File: config.mk
export PLATFORM = sky130hd
export DESIGN_NAME = branch_redirect
export DESIGN_NICKNAME = d
export VERILOG_FILES = /design/src/rtl/branch_pkg.sv /design/src/rtl/branch_redirect_sat_counter.sv /design/src/rtl/branch_redirect.sv
export SDC_FILE = /design/constraint.sdc
export NUM_CORES = 1
export LEC_CHECK = 0
export CAP_MARGIN = 20
export CORE_MARGIN = 3
export CORE_UTILIZATION = 46
export CTS_CLUSTER_DIAMETER = 50
export DETAILED_ROUTE_END_ITERATION = 10
export HOLD_SLACK_MARGIN = 0.15
export PLACE_DENSITY = 0.83
export RECOVER_POWER = 25
export SLEW_MARGIN = 20
export SYNTH_ARGS = -nofsm -noshare
export SYNTH_HDL_FRONTEND = slang
export SYNTH_SLANG_ARGS = --single-unit
File: constraint.sdc
create_clock -name clk -period 2.7 [get_ports clk]
set_input_delay 0.405 -clock clk [delete_from_list [all_inputs] [get_ports clk]]
set_output_delay 0.405 -clock clk [all_outputs]
set_load 0.01 [all_outputs]
File: src/rtl/branch_pkg.sv
// branch_pkg: shared state encoding and default widths for the branch redirect controller
package branch_pkg;

    typedef enum logic [1:0] {
        IDLE     = 2'd0,
        REDIRECT = 2'd1,
        HOLD     = 2'd2
    } redirect_state_t;

    localparam int DEF_ADDRWIDTH = 32;
    localparam int DEF_CNTWIDTH  = 16;

endpackage

File: src/rtl/branch_redirect_sat_counter.sv
// sat_counter: saturating up-counter with a synchronous clear that beats increment
module sat_counter #(
    parameter int WIDTH = 16
) (
    input  logic             clk,
    input  logic             rst_n,
    input  logic             inc,
    input  logic             clr,
    output logic [WIDTH-1:0] count
);

    logic [WIDTH-1:0] count_q, count_d;

    // clear first, then increment unless already at the all-ones ceiling
    always_comb begin
        count_d = clr ? '0 : (inc && count_q != '1) ? count_q + WIDTH'(1) : count_q;
    end

    // counter register
    always_ff @(posedge clk or negedge rst_n) begin
        if (!rst_n) count_q <= '0;
        else        count_q <= count_d;
    end

    assign count = count_q;

endmodule

File: src/rtl/branch_redirect.sv
// branch_redirect: turns a taken execute-stage branch into a fetch redirect plus D/E squash
module branch_redirect
    import branch_pkg::*;
#(
    parameter int ADDRWIDTH = DEF_ADDRWIDTH,
    parameter int CNTWIDTH  = DEF_CNTWIDTH
) (
    input  logic                 clk,
    input  logic                 rst_n,
    input  logic                 validE,
    input  logic                 isBranchE,
    input  logic                 takeBranchE,
    input  logic [ADDRWIDTH-1:0] branchTargetE,
    input  logic                 stallF,
    input  logic                 clearStats,
    output logic                 pcRedirectF,
    output logic [ADDRWIDTH-1:0] pcTargetF,
    output logic                 flushD,
    output logic                 flushE,
    output logic                 busy,
    output logic [CNTWIDTH-1:0]  branchCount,
    output logic [CNTWIDTH-1:0]  takenCount
);

    redirect_state_t      state_q, state_d;
    logic [ADDRWIDTH-1:0] target_q, target_d;
    logic                 br_inc, accept;

    // execute is only trusted in IDLE; during a redirect it holds wrong-path work
    always_comb begin
        br_inc   = validE & isBranchE & (state_q == IDLE);
        accept   = br_inc & takeBranchE;
        state_d  = (state_q == IDLE) ? (accept ? REDIRECT : IDLE) : (stallF ? HOLD : IDLE);
        target_d = accept ? branchTargetE : target_q;
    end

    // state and target registers
    always_ff @(posedge clk or negedge rst_n) begin
        if (!rst_n) begin
            state_q  <= IDLE;
            target_q <= '0;
        end else begin
            state_q  <= state_d;
            target_q <= target_d;
        end
    end

    // execute is only squashed on the first redirect cycle; later HOLD cycles see a new E
    assign busy        = state_q != IDLE;
    assign pcRedirectF = busy;
    assign flushD      = busy;
    assign flushE      = state_q == REDIRECT;
    assign pcTargetF   = target_q;

    sat_counter #(.WIDTH(CNTWIDTH)) u_branch_cnt (
        .clk   (clk),
        .rst_n (rst_n),
        .inc   (br_inc),
        .clr   (clearStats),
        .count (branchCount)
    );

    sat_counter #(.WIDTH(CNTWIDTH)) u_taken_cnt (
        .clk   (clk),
        .rst_n (rst_n),
        .inc   (accept),
        .clr   (clearStats),
        .count (takenCount)
    );

endmodule

==> flow_metrics.tcl <==
set metrics [dict create \
    outcome "completed" \
    synthCells 295 \
    power_mw 2.665 \
    wl_mm 8.170 \
    h-tree-depth 3 \
    core_area_um2 6568 \
    critical_path_class "input pin to flip-flop" \
    arrival_ns 2.46 \
    clockBufferDepth 2 \
    ir_drop_mv 0.4734 \
    dr.first_iter.drc_count 170 \
    worstPathMaxFanout 9 \
    cp.buffers_inverters 1 \
    path_clk_slew_ns 0.07 \
    via_per_inst 5.388 \
    wl_per_cell_um 16.34 \
    initial_core_util_pct 49.06 \
    dp_slack_ns 0.1274 \
    final_core_util_pct 70.28 \
    end_kind "flip-flop" \
    ant_nets 0 \
    synth.distinct_cells 35 \
    nets 443 \
    grt_max_degree 34 \
    yosys_warnings 0 \
    place_hpwl_mm 5.877 \
    antenna_found_initial 0 \
    die_w_um 89.69 \
    critical-path-max-stage-delay_ns 0.72 \
    clk_latency_ns 0.34 \
    overflow 0 \
    worstPathRequired_ns 2.93 \
    vias 2694 \
    slowest_stage "or4_1" \
    cts-root-buf "clkbuf_8" \
    grt_pass1_wl_mm 13.32 \
    slew_headroom_pct 23.93 \
    cts-resized-gates 0 \
    start_kind "input pin" \
    crit_family "simple AND/OR/NAND/NOR gates" \
    rsz0062_at_grt "false" \
    synthesis.area_um2 3222 \
    drc 0 \
    ys_ff_latch 66 \
    cts_buffers 9 \
    worst_pin_slew_ns 1.141 \
    syn_nets 336 \
    post-route-period-util_pct 82.78 \
    grt_usage_pct 21.80 \
    cap_violations 0 \
    boundaryPins 107 \
    power_leakage_nw 1.870 \
    min_path_type "flip-flop to flip-flop" \
    grt_pass1_vias 2681 \
    final_common_cell "clkdlybuf4s50_1" \
    drive_above_1_share_pct 17.69 \
    p_per_area_nw_per_um2 577.5 \
    final_cell_mix "clkdlybuf4s50_1 (105), dfrtp_1 (66), mux2_2 (49)" \
    crit_chain "clkdlybuf4s50_1 -> nand4bb_1 -> or4_1 -> nor3_1 -> mux2_2" \
    n_antenna_cell 0 \
    setup_viol 0 \
    postCtsSetupBuffers 0 \
    ys_seq_area_share_pct 51.26 \
    globalplace.congestion 0.8859 \
    min_period_ns 2.235 \
    core.rowCount 29 \
    die_h_um 89.69 \
    avgSynthCellArea_um2 10.92 \
    setup_slack_ns 0.4650 \
    fmax_ghz 0.4474 \
    area_growth_pct 43.26 \
    cts_tree "yes" \
    dieArea_um2 8044 \
    clock_sinks 66 \
    slew_viol_final 0 \
    clock_skew_ns 0.004227 \
    finalHoldViolCount 0 \
    finalSetupTns_ns 0 \
    first_pass_iters 4 \
    port_buffers 106 \
]
## state kept, by name, summed over array words and instances, names as in the netlist
name and count:
state_q 2, u_branch_cnt.count 16, u_taken_cnt.count 16, pcTargetF 32
## synthesized netlist by cell type
cell type  number  share of area, %
nand4_1         7               1.4
a21oi_1        14               2.2
o21ai_0         7               1.1
nor4_1          2              0.39
and4bb_2        1              0.39
and2_1          6               1.2
or4_1           5               1.2
nor2_1         19               2.2
a211oi_1        9               2.1
mux2_2         49                17
and3_1          9               1.7
nor3_1          3              0.47
buf_4           2              0.47
ha_1            2              0.78
clkinv_1        2              0.23
a41oi_1         1              0.27
a221oi_1        1              0.27
dfrtp_1        66                51
mux2i_1         2              0.62
o311a_1         2              0.62
inv_1           4              0.47
buf_2           6              0.93
and4_1          2              0.54
or3_1           3              0.58
nand2_1        19               2.2
nand4bb_1       1              0.35
o21bai_1        2              0.47
o311ai_1        1              0.27
and2b_1         1              0.23
nor2b_1        17               3.3
o41ai_1         1              0.27
nand3_1        17               2.6
o31ai_1         3              0.70
clkbuf_1        8              0.93
or2_2           1              0.19
## through the flow
stage / instance area [um^2] / std cells / hold slack, ns
global route: 4616 / 500 / 0.5271
global placement: 4394 / 483 / 0.4068
detailed placement: 4394 / 483 / 0.4080
floorplan: 3222 / 295 / 0.1094
CTS: 4632 / 500 / 0.5115
finish: 4616 / 500 / 0.5117
## cells by family (layout without fill, tap and decap cells)
group / count (synthesis) / in the layout / share of synthesized area [%]
compound gates: 41 / 41 / 8.233
fa+ha+maj: 2 / 2 / 0.7766
buf+inv: 22 / 134 / 3.029
flops: 66 / 66 / 51.26
mux: 51 / 51 / 17.75
simple gates: 113 / 113 / 18.95
## report_power, final
group / switching [mW] / internal, mW
clock network: 0.395 / 0.546
registers: 0.0641 / 1.10
logic: 0.214 / 0.343
total: 0.674 / 1.99
## final timing paths
| kind | from | endpoint | slack (ns) | depth (start not counted) |
|---|---|---|---|---|
| setup / recovery | validE | u_taken_cnt.count[15] | 0.46 | 5 |
| hold / removal | pcTargetF[0] | pcTargetF[0] | 0.51 | 1 |
| setup reg to reg | state_q[1] | u_taken_cnt.count[15] | 0.53 | 4 |
| hold reg to reg | pcTargetF[0] | pcTargetF[0] | 0.51 | 1 |
| max in group asynchronous | rst_n | u_branch_cnt.count[14] | 0.52 | 3 |
| min in group asynchronous | rst_n | pcTargetF[11] | 0.84 | 2 |
## area by class of cell
class,count,area [um^2]
clock buffers,10,137.6
clock inverters,6,90.09
fillers,481,1952
inverters,6,22.52
multi-input cells,207,1473
flip-flops and latches,66,1652
well taps,93,116.4
repair buffers,112,1125
## repair_timing
action                                 CTS  global route
hold buffers                             1             0
endpoints found under the hold margin   20             0
setup endpoints to repair                0             0
## routing by layer
layer / GRT usage (%) / share of wire [%]
met5: 0 / 0
met4: 7.713 / 1.5
met3: 11.13 / 12
met2: 32.11 / 46
met1: 27.64 / 41
Note: power is estimated with default switching activity, not from simulation.
